===== config.mk =====
export PLATFORM = sky130hd
export DESIGN_NAME = counter_command_scheduler_flat
export DESIGN_NICKNAME = d
export VERILOG_FILES = /design/src/rtl/counter_command_scheduler_pkg.sv /design/src/rtl/counter_command_scheduler_if.sv /design/src/rtl/counter_command_scheduler_repeattimer.sv /design/src/rtl/counter_command_scheduler.sv /design/src/flat_wrapper.sv
export SDC_FILE = /design/constraint.sdc
export NUM_CORES = 1
export LEC_CHECK = 0
export CORE_MARGIN = 4
export CORE_UTILIZATION = 49
export DETAILED_ROUTE_END_ITERATION = 16
export PLACE_DENSITY_LB_ADDON = 0.1
export REMOVE_ABC_BUFFERS = 1
export SLEW_MARGIN = 10
export SYNTH_ARGS = -nofsm -noshare
export SYNTH_HDL_FRONTEND = slang
export SYNTH_SLANG_ARGS = --single-unit
export TNS_END_PERCENT = 10

===== constraint.sdc =====
create_clock -name clock -period 3.2 [get_ports clock]
set_clock_uncertainty 0.05 [all_clocks]
set_input_delay 0.32 -clock clock [delete_from_list [all_inputs] [get_ports clock]]
set_output_delay 0.32 -clock clock [all_outputs]
set_load 0.05 [all_outputs]

===== src/rtl/counter_command_scheduler_pkg.sv =====
// Shared definitions for the button command scheduler and the counter top level:
// FSM encoding, command codes, direction values and default timing parameters.
package counter_command_scheduler_pkg;

    localparam int DEF_DELAY_TICKS = 8;
    localparam int DEF_RATE_TICKS  = 2;
    localparam int DEF_TIMER_BITS  = 4;

    typedef enum logic [1:0] {
        ST_IDLE,
        ST_HOLD,
        ST_REPEAT,
        ST_LOCKOUT
    } state_t;

    typedef enum logic [1:0] {
        CMD_NONE,
        CMD_UP,
        CMD_DOWN,
        CMD_LOAD
    } cmd_t;

    localparam logic DIR_UP   = 1'b0;
    localparam logic DIR_DOWN = 1'b1;

    function automatic cmd_t dir_cmd(input logic dir);
        return (dir == DIR_DOWN) ? CMD_DOWN : CMD_UP;
    endfunction

endpackage


===== src/rtl/counter_command_scheduler_if.sv =====
// Button-side inputs and counter-side command outputs of the scheduler.
interface counter_command_scheduler_if;
    logic       tick;
    logic       upPressed;
    logic       downPressed;
    logic       loadPressed;
    logic [3:0] switches;
    logic       cmdUp;
    logic       cmdDown;
    logic       cmdLoad;
    logic [3:0] loadValue;
    logic       repeating;

    modport master (
        output tick, upPressed, downPressed, loadPressed, switches,
        input  cmdUp, cmdDown, cmdLoad, loadValue, repeating
    );

    modport slave (
        input  tick, upPressed, downPressed, loadPressed, switches,
        output cmdUp, cmdDown, cmdLoad, loadValue, repeating
    );
endinterface


===== src/rtl/counter_command_scheduler_repeattimer.sv =====
// Auto-repeat down-counter: reload on command issue, decrement on enabled ticks,
// saturates at zero instead of wrapping.
module counter_command_scheduler_repeattimer #(
    parameter int TIMER_BITS = 4
) (
    input  logic                  clock,
    input  logic                  reset,
    input  logic                  load,
    input  logic [TIMER_BITS-1:0] load_value,
    input  logic                  dec,
    output logic                  zero
);

    logic [TIMER_BITS-1:0] count_d, count_q;

    always_comb begin
        count_d = count_q;
        if (load) begin
            count_d = load_value;
        end else if (dec && (count_q != '0)) begin
            count_d = count_q - TIMER_BITS'(1);
        end
    end

    always_ff @(posedge clock) begin
        if (reset) begin
            count_q <= '0;
        end else begin
            count_q <= count_d;
        end
    end

    assign zero = (count_q == '0);

endmodule


===== src/rtl/counter_command_scheduler.sv =====
// Turns debounced button levels into one-cycle up/down/load pulses for the
// up/down counter, with hold-to-auto-repeat and a lockout after loads/conflicts.
module counter_command_scheduler
    import counter_command_scheduler_pkg::*;
#(
    parameter int DELAY_TICKS = DEF_DELAY_TICKS,
    parameter int RATE_TICKS  = DEF_RATE_TICKS,
    parameter int TIMER_BITS  = DEF_TIMER_BITS
) (
    input  logic                         clock,
    input  logic                         reset,
    counter_command_scheduler_if.slave   bus
);

    state_t     state_d, state_q;
    cmd_t       cmd_d, cmd_q;
    logic       dir_d, dir_q;
    logic [3:0] load_value_d, load_value_q;

    logic                  tmr_load;
    logic [TIMER_BITS-1:0] tmr_load_value;
    logic                  tmr_dec;
    logic                  tmr_zero;
    logic                  held_latched;
    logic                  held_opposite;
    logic                  any_dir;

    assign held_latched  = (dir_q == DIR_DOWN) ? bus.downPressed : bus.upPressed;
    assign held_opposite = (dir_q == DIR_DOWN) ? bus.upPressed   : bus.downPressed;
    assign any_dir       = bus.upPressed | bus.downPressed;

    counter_command_scheduler_repeattimer #(
        .TIMER_BITS (TIMER_BITS)
    ) repeattimer (
        .clock      (clock),
        .reset      (reset),
        .load       (tmr_load),
        .load_value (tmr_load_value),
        .dec        (tmr_dec),
        .zero       (tmr_zero)
    );

    always_comb begin
        state_d        = state_q;
        cmd_d          = CMD_NONE;
        dir_d          = dir_q;
        load_value_d   = load_value_q;
        tmr_load       = 1'b0;
        tmr_load_value = '0;
        tmr_dec        = 1'b0;
        if (bus.tick) begin
            case (state_q)
                ST_IDLE: begin
                    if (bus.loadPressed) begin
                        cmd_d        = CMD_LOAD;
                        load_value_d = bus.switches;
                        state_d      = ST_LOCKOUT;
                    end else if (bus.upPressed ^ bus.downPressed) begin
                        dir_d          = bus.downPressed ? DIR_DOWN : DIR_UP;
                        cmd_d          = dir_cmd(dir_d);
                        tmr_load       = 1'b1;
                        tmr_load_value = TIMER_BITS'(DELAY_TICKS - 1);
                        state_d        = ST_HOLD;
                    end else if (bus.upPressed && bus.downPressed) begin
                        state_d = ST_LOCKOUT;
                    end
                end
                ST_HOLD, ST_REPEAT: begin
                    if (bus.loadPressed) begin
                        cmd_d        = CMD_LOAD;
                        load_value_d = bus.switches;
                        state_d      = ST_LOCKOUT;
                    end else if (!held_latched || held_opposite) begin
                        // Released or contested: wait for a clean all-released tick
                        state_d = any_dir ? ST_LOCKOUT : ST_IDLE;
                    end else if (tmr_zero) begin
                        cmd_d          = dir_cmd(dir_q);
                        tmr_load       = 1'b1;
                        tmr_load_value = TIMER_BITS'(RATE_TICKS - 1);
                        state_d        = ST_REPEAT;
                    end else begin
                        tmr_dec = 1'b1;
                    end
                end
                ST_LOCKOUT: begin
                    if (!any_dir && !bus.loadPressed) begin
                        state_d = ST_IDLE;
                    end
                end
                default: state_d = ST_IDLE;
            endcase
        end
    end

    always_ff @(posedge clock) begin
        if (reset) begin
            state_q      <= ST_IDLE;
            cmd_q        <= CMD_NONE;
            dir_q        <= DIR_UP;
            load_value_q <= '0;
        end else begin
            state_q      <= state_d;
            cmd_q        <= cmd_d;
            dir_q        <= dir_d;
            load_value_q <= load_value_d;
        end
    end

    assign bus.cmdUp     = (cmd_q == CMD_UP);
    assign bus.cmdDown   = (cmd_q == CMD_DOWN);
    assign bus.cmdLoad   = (cmd_q == CMD_LOAD);
    assign bus.loadValue = load_value_q;
    assign bus.repeating = (state_q == ST_REPEAT);

endmodule

===== src/flat_wrapper.sv =====
// flat-port wrapper written by rule: the top's interface ports become plain ports
module counter_command_scheduler_flat import counter_command_scheduler_pkg::*;
#(
    parameter int DELAY_TICKS = DEF_DELAY_TICKS,
    parameter int RATE_TICKS  = DEF_RATE_TICKS,
    parameter int TIMER_BITS  = DEF_TIMER_BITS
)
  (clock, reset, bus_tick, bus_upPressed, bus_downPressed, bus_loadPressed, bus_switches, bus_cmdUp, bus_cmdDown, bus_cmdLoad, bus_loadValue, bus_repeating);
  counter_command_scheduler_if bus_i ();
  input  logic clock;
  input  logic reset;
  input wire logic [$bits(bus_i.tick)-1:0] bus_tick;
  input wire logic [$bits(bus_i.upPressed)-1:0] bus_upPressed;
  input wire logic [$bits(bus_i.downPressed)-1:0] bus_downPressed;
  input wire logic [$bits(bus_i.loadPressed)-1:0] bus_loadPressed;
  input wire logic [$bits(bus_i.switches)-1:0] bus_switches;
  output wire logic [$bits(bus_i.cmdUp)-1:0] bus_cmdUp;
  output wire logic [$bits(bus_i.cmdDown)-1:0] bus_cmdDown;
  output wire logic [$bits(bus_i.cmdLoad)-1:0] bus_cmdLoad;
  output wire logic [$bits(bus_i.loadValue)-1:0] bus_loadValue;
  output wire logic [$bits(bus_i.repeating)-1:0] bus_repeating;
  assign bus_i.tick = bus_tick;
  assign bus_i.upPressed = bus_upPressed;
  assign bus_i.downPressed = bus_downPressed;
  assign bus_i.loadPressed = bus_loadPressed;
  assign bus_i.switches = bus_switches;
  assign bus_cmdUp = bus_i.cmdUp;
  assign bus_cmdDown = bus_i.cmdDown;
  assign bus_cmdLoad = bus_i.cmdLoad;
  assign bus_loadValue = bus_i.loadValue;
  assign bus_repeating = bus_i.repeating;
  counter_command_scheduler #(.DELAY_TICKS(DELAY_TICKS), .RATE_TICKS(RATE_TICKS), .TIMER_BITS(TIMER_BITS)) u_core (.clock(clock), .reset(reset), .bus(bus_i));
endmodule

# Word level (Yosys, flattened, before mapping)
# Cells that the tools add are included.
[classes]
add_sub_neg = 1
mul = 0
div = 0
magnitude_cmp = 0
n_eq_ne = 9
shift = 0
n_mux = 41
n_bitwise = 4
reduce_logical = 17
[op_table]
columns = ["cell", "count"]
rows = [
  ["two-way mux 2 bit", 15],
  ["two-way mux 4 bit", 6],
  ["two-way mux 1 bit", 15],
  ["== test 2 bit (second input constant)", 4],
  ["case mux 4 bit (2 select lines)", 1],
  ["AND reduction 4 bit", 2],
  ["case mux 2 bit (3 select lines)", 1],
  ["== test 2 x 1 -> 1 bit (second input constant)", 2],
  ["logical NOT 4 bit", 1],
  ["inequality test 4 x 2 -> 1 bit (second input constant)", 1],
  ["inequality test 4 x 3 -> 1 bit (second input constant)", 1],
  ["case mux 2 bit (2 select lines)", 1],
  ["nonzero test 4 bit", 1],
  ["OR reduction 2 bit", 2],
  ["subtractor 4 x 1 -> 4 bit (second input constant)", 1],
  ["logical AND 1 bit", 3],
  ["logical NOT 1 bit", 3],
  ["two-way mux 3 bit", 1],
  ["AND reduction 3 bit", 1],
  ["OR reduction 3 bit", 1],
  ["logical NOT 2 bit", 1],
  ["inequality test 2 x 1 -> 1 bit (second input constant)", 1],
  ["inverter 1 bit", 2],
  ["case mux 1 bit (2 select lines)", 1],
  ["4 further kinds", 4],
]
[word_totals]
reg_bits = 13
latchBits = 0
ram_bits = 0
mem_bits_ro = 0
out_inout_bits = 8
word_cells = 77
mem_count = 0

# Longest topological paths before layout
# Gate-level depths: netlist of the first run.
[depth]
ltp_word = 10
depth_mapped = 6
mapped_depth_nobuf = 6

# Hierarchy
# Synthesis of the first run repeated with hierarchy kept, for this count alone.
[unflattened]
cells_unflattened = 105
area_unflattened_um2 = 904.6
[by_module_without_submodules]
columns = ["module", "n_inst", "cells_each", "area_per_inst_um2", "seq_area_each_um2"]
rows = [
  ["counter_command_scheduler", 1, 76, 641.9, 180.2],
  ["counter_command_scheduler_repeattimer", 1, 29, 262.8, 80.1],
]

# Worst setup path before layout of the first run
# No wires, ideal clock.
[synth_timing]
path_kind = "register -> register"
startpoint = "register u_core.state_q[0]"
endpoint = "register u_core.repeattimer.count_q[3]"
setup_ns = 0.116
t_arrival_ns = 1.664
required_ns = 3.034
slack_ns = 1.370
path_stages_with_launch = 7
path_buffers = 0
synth_period_minus_slack_ns = 1.830
path_cell_list = "dfxtp_1 inv_1 ha_1 nand2b_1 a211o_1 o31a_1 o211a_1"
[synth_between]
elab_chain_cells = 6
word_cells_on_any_way = 13
classes_between = "eq/ne (2); mux (7); reduce/logical (4)"
[synth_rtl]
columns = ["element", "line", "text"]
rows = [
  ["from (decl)", "counter_command_scheduler.sv:15", "state_t state_d, state_q;"],
  ["from (signal assigned)", "counter_command_scheduler.sv:102", "state_q <= state_d;"],
  ["== test 2 bit or == test 2 x 1 -> 1 bit (tied branches)", "counter_command_scheduler.sv:52", "case (state_q)"],
  ["OR reduction 2 bit", "counter_command_scheduler.sv:52", ""],
  ["two-way mux 1 bit", "counter_command_scheduler.sv:52", ""],
  ["two-way mux 1 bit", "counter_command_scheduler.sv:51", "if (bus.tick) begin"],
  ["logical AND 1 bit", "counter_command_scheduler_repeattimer.sv:20", "end else if (dec && (count_q != '0)) begin"],
  ["nonzero test 2 bit (no source line)", "-", ""],
  ["to (signal assigned)", "counter_command_scheduler_repeattimer.sv:29", "count_q <= count_d;"],
  ["to (decl)", "counter_command_scheduler_repeattimer.sv:14", "logic [TIMER_BITS-1:0] count_d, count_q;"],
]
# Parallel ways exist; a longest one is shown, timed or not.
# A chain may end at the register's enable or synchronous reset.

# Worst setup path after layout of the first run
[layout_timing]
startpoint = "register u_core.repeattimer.count_q[1]"
endpoint = "register u_core.state_q[1]"
[layout_between]
elab_chain_cells = 3
[layout_rtl]
columns = ["element", "line", "text"]
rows = [
  ["logical NOT 4 bit", "counter_command_scheduler_repeattimer.sv:33", "assign zero = (count_q == '0);"],
  ["inequality test 4 x 3 -> 1 bit (no source line)", "-", ""],
  ["AND reduction 4 bit (no source line)", "-", ""],
]
# No other way between the ends.

==> qor.json, run 1 <==
{
  "status": "completed",
  "r2r_slack_ps": 1140,
  "io_pins": 18,
  "worst-slew-pin-transition_ps": 972,
  "topRoutingLayerUsed": "met4",
  "worstSkewPairLatency_ps": 290,
  "grt_start_max_net_pins": 12,
  "setup_slack_ps": 1140,
  "max_slew_headroom_at_the_worst_pin_pct": 35.0,
  "power.density_cell_area_nw_per_um2": 441,
  "cp_cell_sequence": "inv_1 -> ha_1 -> nor3b_1 -> o311a_1 -> mux2i_1",
  "drt_first_pass_iters": 4,
  "worstHoldPathType": "flop to flop",
  "timing.critical_path.slowest_stage_cell": "sky130_fd_sc_hd__nor3b_1",
  "cts_root_buffer": "sky130_fd_sc_hd__clkbuf_4",
  "initial_core_util_pct": 54.0,
  "ff_latch_count_synth": 13,
  "detailroute.wirelength.met2_um": 898,
  "avgViaCountPerCell": 5.85,
  "critical_path.top_delay_family": "simple AND/OR/NAND/NOR gates",
  "gp_congestion": 0.919,
  "cp_data_arrival_time_ps": 2230,
  "setup_viol": 0,
  "hold-worst-slack_ps": 406,
  "drt_iter0_markers": 27,
  "globalRouteTotalUtil_pct": 17.9,
  "antenna_violations_before_repair": 0,
  "die_area_um2": 2470,
  "routed-via-count": 813,
  "worstRegToRegCells": 5,
  "via_count_of_the_first_global_routing_pass": 816,
  "drv.max_cap_violation_count": 0,
  "worstReg2RegEnd": "u_core.state_q[1]$_SDFFE_PP0P_",
  "fmax_mhz": 486,
  "pre_cts_slack_ps": 880,
  "m1WireLength_um": 813,
  "route.detailed.drc": 0,
  "floorplan.die.width_um": 49.7,
  "placement_rows": 14,
  "worst-path-buf-inv": 1,
  "ant_nets": 0,
  "met3_layer_wire_length_in_the_routed_design_um": 166,
  "timing.critical_path.depth": 5,
  "crit_path_end_kind": "flop",
  "final_min_period_ps": 2060,
  "synth_area_per_cell_um2": 8.11,
  "wire_length_of_the_first_global_routing_pass_mm": 3.48,
  "critPathRequiredTime_ps": 3370,
  "place.detailed.hpwl_mm": 1.40,
  "post_cts_buffers": 0,
  "cts_buffers": 3,
  "synth.yosys.warnings": 0,
  "power.leakage_nw": 0.416,
  "ys_types": 30,
  "numPortBuffers": 17,
  "netlist_area_um2": 852,
  "timing.critical_path.to": "u_core.state_q[1]$_SDFFE_PP0P_",
  "n_fill_cell": 136,
  "hold_violations": 0,
  "final_max_slew_viol_count": 0,
  "ctsHoldBuffers": 0,
  "critical_path.startpoint_type": "flop",
  "dieHeight_um": 49.7,
  "critPathMaxFanout": 9,
  "areaGrowthSynthToFinish_pct": 24.1,
  "critical_path.max_stage_delay_ps": 810,
  "grt_setup_unrepaired": "false",
  "cts_resized": 0,
  "nNetsFinal": 143,
  "timing.setup.critical_path_class": "flop to flop",
  "core_um2": 1580,
  "synth_instances": 105,
  "drive_above_1_share_pct": 4.07,
  "worst_setup_path_startpoint": "u_core.repeattimer.count_q[1]$_SDFFE_PP0P_",
  "wirelength_mm": 1.91,
  "peakVddDrop_uv": 241,
  "r2r-start": "u_core.repeattimer.count_q[1]$_SDFFE_PP0P_",
  "htreeDepth": 1,
  "final_period_util_pct": 64.3,
  "mean_routed_wirelength_per_cell_um": 13.7,
  "cts_tree": "yes",
  "grt_overflow": 0,
  "totalNegativeSetupSlack_ps": 0,
  "design_area_um2": 1060,
  "dpl-instance-area_um2": 1030,
  "synth.yosys.seq_area_share_pct": 30.5,
  "cts.reportedPaths.clkPinSlew_ps": 80,
  "antenna_cells": 0,
  "cts_max_path_buffers": 2,
  "clock-sinks": 13
}
-- power breakdown --
group / switching (mW) / internal, mW
Combinational: 0.104 / 0.0673
Clock: 0.0575 / 0.0486
Sequential: 0.0128 / 0.176
-- per-layer routing --
metal	track usage (%)	up-vias
met1	19.7	367
met2	30.8	29
met4	6.45	0
met5	0	-
met3	7.23	5
li1	-	412
-- cell usage in the layout (no fill, tap or decap), types with 4 or more instances in the layout --
cell type	netlist	routed
sky130_fd_sc_hd__a21oi_1	7	7
sky130_fd_sc_hd__a31oi_1	6	6
sky130_fd_sc_hd__clkdlybuf4s50_1	0	17
sky130_fd_sc_hd__dfxtp_1	13	13
sky130_fd_sc_hd__ha_1	9	9
sky130_fd_sc_hd__inv_1	11	11
sky130_fd_sc_hd__nand2_1	8	8
sky130_fd_sc_hd__nand3_1	4	4
sky130_fd_sc_hd__nor2_1	5	5
sky130_fd_sc_hd__nor2b_1	4	4
sky130_fd_sc_hd__o21ai_0	7	7
-- state kept, by name, indices dropped and copies added, names as in the netlist --
name	flops
u_core.cmd_q	2
u_core.dir_q	1
u_core.bus.loadValue	4
u_core.repeattimer.count_q	4
u_core.state_q	2
-- kinds of logic after synthesis --
| family | synth area share [%] |
|---|---|
| AOI/OAI and AO/OA | 22.3 |
| adders and majority gates | 13.2 |
| buffers and inverters | 6.17 |
| DFF | 30.5 |
| muxes | 3.52 |
| and+or+nand+nor | 24.2 |
-- metrics by stage --
step	util [%]	power [mW]	std cells
2_1_floorplan	-	0.309	102
3_3_place_gp	65.4	0.357	135
3_5_place_dp	65.4	0.361	135
4_1_cts	67.1	0.468	139
5_1_grt	67.1	0.500	139
6_report	67.1	0.466	139
-- synth_stat cells --
library cell	number	area share, %
sky130_fd_sc_hd__dfxtp_1	13	31
sky130_fd_sc_hd__inv_1	11	4.8
sky130_fd_sc_hd__ha_1	9	13
sky130_fd_sc_hd__nand2_1	8	3.5
sky130_fd_sc_hd__a21oi_1	7	4.1
sky130_fd_sc_hd__o21ai_0	7	4.1
sky130_fd_sc_hd__a31oi_1	6	4.4
sky130_fd_sc_hd__nor2_1	5	2.2
sky130_fd_sc_hd__nand3_1	4	2.3
sky130_fd_sc_hd__nor2b_1	4	2.9
sky130_fd_sc_hd__clkbuf_1	3	1.3
sky130_fd_sc_hd__mux2i_1	3	3.5
sky130_fd_sc_hd__nand3b_1	3	2.6
sky130_fd_sc_hd__or3_1	3	2.2
sky130_fd_sc_hd__nand2b_1	2	1.5
sky130_fd_sc_hd__o221ai_1	2	2.1
sky130_fd_sc_hd__o31a_1	2	2.1
sky130_fd_sc_hd__a211o_1	1	1.0
sky130_fd_sc_hd__a311o_1	1	1.2
sky130_fd_sc_hd__a311oi_1	1	1.0
sky130_fd_sc_hd__and2_1	1	0.73
sky130_fd_sc_hd__and2_2	1	0.88
sky130_fd_sc_hd__nand4_1	1	0.73
sky130_fd_sc_hd__nand4b_1	1	1.0
sky130_fd_sc_hd__nor3_1	1	0.59
sky130_fd_sc_hd__nor3b_1	1	0.88
sky130_fd_sc_hd__nor4_1	1	0.73
sky130_fd_sc_hd__o211a_1	1	1.2
sky130_fd_sc_hd__o311a_1	1	1.2
sky130_fd_sc_hd__or3b_4	1	1.3
-- final cells by class --
class                   count  area [µm²]  share of cell area, %
inverters                  11        41.3                   3.91
multi-input cells          78         539                   51.0
well taps                  16        20.0                   1.89
flip-flops and latches     13         260                   24.6
repair buffers             17         170                   16.1
clock buffers               4        26.3                   2.49
-- worst min path at each step --
stage / slack (ps) / cells after the start / startpoint / to
finish: 410 / 2 / u_core.bus.loadValue[0]$_SDFFE_PP0P_ / u_core.bus.loadValue[0]$_SDFFE_PP0P_
global route: 440 / 2 / u_core.bus.loadValue[0]$_SDFFE_PP0P_ / u_core.bus.loadValue[0]$_SDFFE_PP0P_
CTS: 410 / 2 / u_core.bus.loadValue[0]$_SDFFE_PP0P_ / u_core.bus.loadValue[0]$_SDFFE_PP0P_
detailed placement: 400 / 2 / u_core.bus.loadValue[0]$_SDFFE_PP0P_ / u_core.bus.loadValue[0]$_SDFFE_PP0P_
global placement: 390 / 2 / u_core.bus.loadValue[3]$_SDFFE_PP0P_ / u_core.bus.loadValue[3]$_SDFFE_PP0P_
floorplan: 340 / 1 / reset / u_core.bus.loadValue[0]$_SDFFE_PP0P_
-- worst min-delay path, cell delays in order (launching register included) --
cell and delay, ps:
sky130_fd_sc_hd__dfxtp_1 310, sky130_fd_sc_hd__nand2_1 50, sky130_fd_sc_hd__a21oi_1 50
No activity file was read; power rests on OpenSTA's default activity.
==> run 2: changes to the inputs <==
- clock period: 3.2 -> 2 ns (I/O delays scaled with it)
==> run 2 against run 1 <==
Against the previous run: power grew 67%; setup slack lost 990 ps; core utilization grew 5.1 points; die area is the same; cell area grew 7.6%; wire length shrank 0.37%; sequential share of layout area shrank 1.7 points; count of clock-buffer cells in the layout is the same; final cell count grew 7.9%; critical endpoint is now u_core.repeattimer.count_q[3]$_SDFFE_PP0P_; largest cell class unchanged.
==> qor.json, run 2 (synthesized netlist as in run 1, its figures left out) <==
{
  "worstHoldPathType": "flop to flop",
  "core": {"value": 1580, "unit": "µm²", "change": "unchanged"},
  "crit_path_end_kind": "flop",
  "drv.max_cap_violation_count": {"value": 0, "change": "unchanged"},
  "pre_cts_slack": {"value": -96.9, "unit": "ps", "change": "-977 ps"},
  "min_to": "u_core.bus.loadValue[0]$_SDFFE_PP0P_",
  "max_slew_headroom_at_the_worst_pin": {"value": 65.9, "unit": "%", "change": "+31 points"},
  "ctsHoldBuffers": {"value": 0, "change": "unchanged"},
  "grt_start_max_net_pins": {"value": 12, "change": "unchanged"},
  "power.density_cell_area": {"value": 684, "unit": "nW/µm²", "change": "+55%"},
  "sequential_cell_area": {"value": 260, "unit": "µm²", "change": "unchanged"},
  "placement_rows": {"value": 14, "change": "unchanged"},
  "cts_root_buffer": "sky130_fd_sc_hd__clkbuf_4",
  "power.leakage": {"value": 0.470, "unit": "nW", "change": "+13%"},
  "mean_routed_wirelength_per_cell": {"value": 12.7, "unit": "µm", "change": "-7.7%"},
  "final_cell_mix": "16 x sky130_fd_sc_hd__clkdlybuf4s50_1, 13 x sky130_fd_sc_hd__dfxtp_1, 12 x sky130_fd_sc_hd__buf_4, 11 x sky130_fd_sc_hd__inv_1, 9 x sky130_fd_sc_hd__ha_1",
  "dpl-instance-area": {"value": 1110, "unit": "µm²", "change": "+7.8%"},
  "critPathRequiredTime": {"value": 2130, "unit": "ps", "change": "-1240 ps"},
  "peakVddDrop": {"value": 440, "unit": "µV", "change": "+83%"},
  "startpoint_of_the_most_critical_hold_path": "u_core.bus.loadValue[0]$_SDFFE_PP0P_",
  "design_area": {"value": 1140, "unit": "µm²", "change": "+7.6%"},
  "drive_above_1_share": {"value": 12.7, "unit": "%", "change": "+8.6 points"},
  "via_count_of_the_first_global_routing_pass": {"value": 781, "change": "-4.3%"},
  "clock-sinks": {"value": 13, "change": "unchanged"},
  "fmax": {"value": 539, "unit": "MHz", "change": "+11%"},
  "totalNegativeSetupSlack": {"value": 0, "unit": "ps", "change": "unchanged"},
  "final_core_utilization": {"value": 72.1, "unit": "%", "change": "+5.1 points"},
  "cts.reportedPaths.clkPinSlew": {"value": 80, "unit": "ps", "change": "about the same"},
  "hold-worst-slack": {"value": 408, "unit": "ps", "change": "+2.09 ps"},
  "final_common_cell": "sky130_fd_sc_hd__clkdlybuf4s50_1",
  "r2r-start": "u_core.state_q[0]$_SDFFE_PP0P_",
  "worst-slew-pin-transition": {"value": 510, "unit": "ps", "change": "-462 ps"},
  "drt_first_pass_iters": {"value": 4, "change": "unchanged"},
  "route.detailed.drc": {"value": 0, "change": "unchanged"},
  "numPortBuffers": {"value": 17, "change": "unchanged"},
  "cp_cell_sequence": "inv_1 -> ha_1 -> nand2b_1 -> a211o_1 -> o31a_1 -> o211a_1",
  "io_pins": {"value": 18, "change": "unchanged"},
  "hold_path_depth": {"value": 2, "change": "unchanged"},
  "floorplan.die.width": {"value": 49.7, "unit": "µm", "change": "unchanged"},
  "worstReg2RegEnd": "u_core.repeattimer.count_q[3]$_SDFFE_PP0P_",
  "grt_overflow": {"value": 0, "change": "unchanged"},
  "cts_max_path_buffers": {"value": 2, "change": "unchanged"},
  "worstRegToRegCells": {"value": 6, "change": "+1"},
  "timing.setup.critical_path_class": "flop to flop",
  "gp_congestion": {"value": 0.936, "change": "+1.8%"},
  "final_max_slew_viol_count": {"value": 0, "change": "unchanged"},
  "place.detailed.hpwl": {"value": 1.50, "unit": "mm", "change": "+7.4%"},
  "cts_tree": "yes",
  "timing.critical_path.slowest_stage_cell": "sky130_fd_sc_hd__dfxtp_1",
  "die_area": {"value": 2470, "unit": "µm²", "change": "unchanged"},
  "critPathMaxFanout": {"value": 5, "change": "-4"},
  "nNetsFinal": {"value": 154, "change": "+7.7%"},
  "post_cts_buffers": {"value": 0, "change": "unchanged"},
  "setup_slack": {"value": 146, "unit": "ps", "change": "-995 ps"},
  "dieHeight": {"value": 49.7, "unit": "µm", "change": "unchanged"},
  "n_fill_cell": {"value": 139, "change": "+2.2%"},
  "htreeDepth": {"value": 1, "change": "unchanged"},
  "grt_setup_unrepaired": "false",
  "cts_buffers": {"value": 3, "change": "unchanged"},
  "avgViaCountPerCell": {"value": 5.81, "change": "-0.61%"},
  "hold_violations": {"value": 0, "change": "unchanged"},
  "drt_iter0_markers": {"value": 24, "change": "-11%"},
  "antenna_cells": {"value": 0, "change": "unchanged"},
  "cts_resized": {"value": 0, "change": "unchanged"},
  "critical_path.max_stage_delay": {"value": 390, "unit": "ps", "change": "-420 ps"},
  "cp_data_arrival_time": {"value": 1980, "unit": "ps", "change": "-250 ps"},
  "worstSkewPairLatency": {"value": 280, "unit": "ps", "change": "about the same"},
  "areaGrowthSynthToFinish_pct": 33.5,
  "critical_path.startpoint_type": "flop",
  "multiInputGateArea": {"value": 539, "unit": "µm²", "change": "unchanged"},
  "antenna_violations_before_repair": {"value": 0, "change": "unchanged"},
  "wirelength": {"value": 1.90, "unit": "mm", "change": "-0.37%"},
  "final_period_util": {"value": 92.7, "unit": "%", "change": "+28 points"},
  "status": "completed",
  "ant_nets": {"value": 0, "change": "unchanged"},
  "initial_core_util": {"value": 54.0, "unit": "%", "change": "unchanged"},
  "setup_viol": {"value": 0, "change": "unchanged"},
  "wire_length_of_the_first_global_routing_pass": {"value": 3.19, "unit": "mm", "change": "-8.1%"},
  "r2r_slack": {"value": 150, "unit": "ps", "change": "-990 ps"},
  "globalRouteTotalUtil": {"value": 16.5, "unit": "%", "change": "-1.4 points"},
  "final_min_period": {"value": 1850, "unit": "ps", "change": "-205 ps"},
  "routed-via-count": {"value": 872, "change": "+7.3%"}
}
## run 2: changes by cell type in the layout (fill, tap and decap cells not counted)
cell / previous run / this run
sky130_fd_sc_hd__buf_4: 0 / 12
sky130_fd_sc_hd__clkdlybuf4s50_1: 17 / 16
## run 2: area by class of cell
type | count | share of cell area [%]
well taps | 16 | 1.76
inverters | 11 | 3.63
multi-input cells | 78 | 47.4
flip-flops and latches | 13 | 22.9
clock buffers | 4 | 2.31
repair buffers | 28 | 22.0
## run 2: how the worst max path moves through the flow
stage / start / to / slack (ps)
2_1_floorplan: u_core.state_q[0]$_SDFFE_PP0P_ / u_core.repeattimer.count_q[3]$_SDFFE_PP0P_ / 170
3_3_place_gp: bus_upPressed / u_core.repeattimer.count_q[3]$_SDFFE_PP0P_ / -70
3_5_place_dp: bus_upPressed / u_core.repeattimer.count_q[3]$_SDFFE_PP0P_ / -100
4_1_cts: u_core.state_q[0]$_SDFFE_PP0P_ / u_core.repeattimer.count_q[3]$_SDFFE_PP0P_ / 130
5_1_grt: u_core.state_q[0]$_SDFFE_PP0P_ / u_core.repeattimer.count_q[3]$_SDFFE_PP0P_ / 30
6_report: u_core.state_q[0]$_SDFFE_PP0P_ / u_core.repeattimer.count_q[3]$_SDFFE_PP0P_ / 150
## run 2: power breakdown
group          internal, mW  switching (mW)
registers             0.282          0.0173
clock network        0.0774          0.0878
logic                 0.138           0.175
total                 0.498           0.280
## run 2: worst max-delay path, delay by kind of cell (launching register included)
family          cells  cell delay (ps)
compound gates      3              840
fa+ha+maj           1              300
buf+inv             1              100
flops               1              390
simple gates        1               80
## run 2: metal layers
metal | vias to the layer above | wire (µm) | global-route usage [%]
met5 | - | 0 | 0
met3 | 2 | 133 | 6.33
met4 | 0 | 12 | 4.15
li1 | 435 | - | -
met1 | 404 | 838 | 18.3
met2 | 31 | 915 | 29.3
## run 2: metrics by stage
stage                     power [mW]  std cells
final                          0.778        150
after global routing           0.834        150
after CTS                      0.788        150
after detailed placement       0.617        146
after global placement         0.609        146
after floorplan                0.495        102
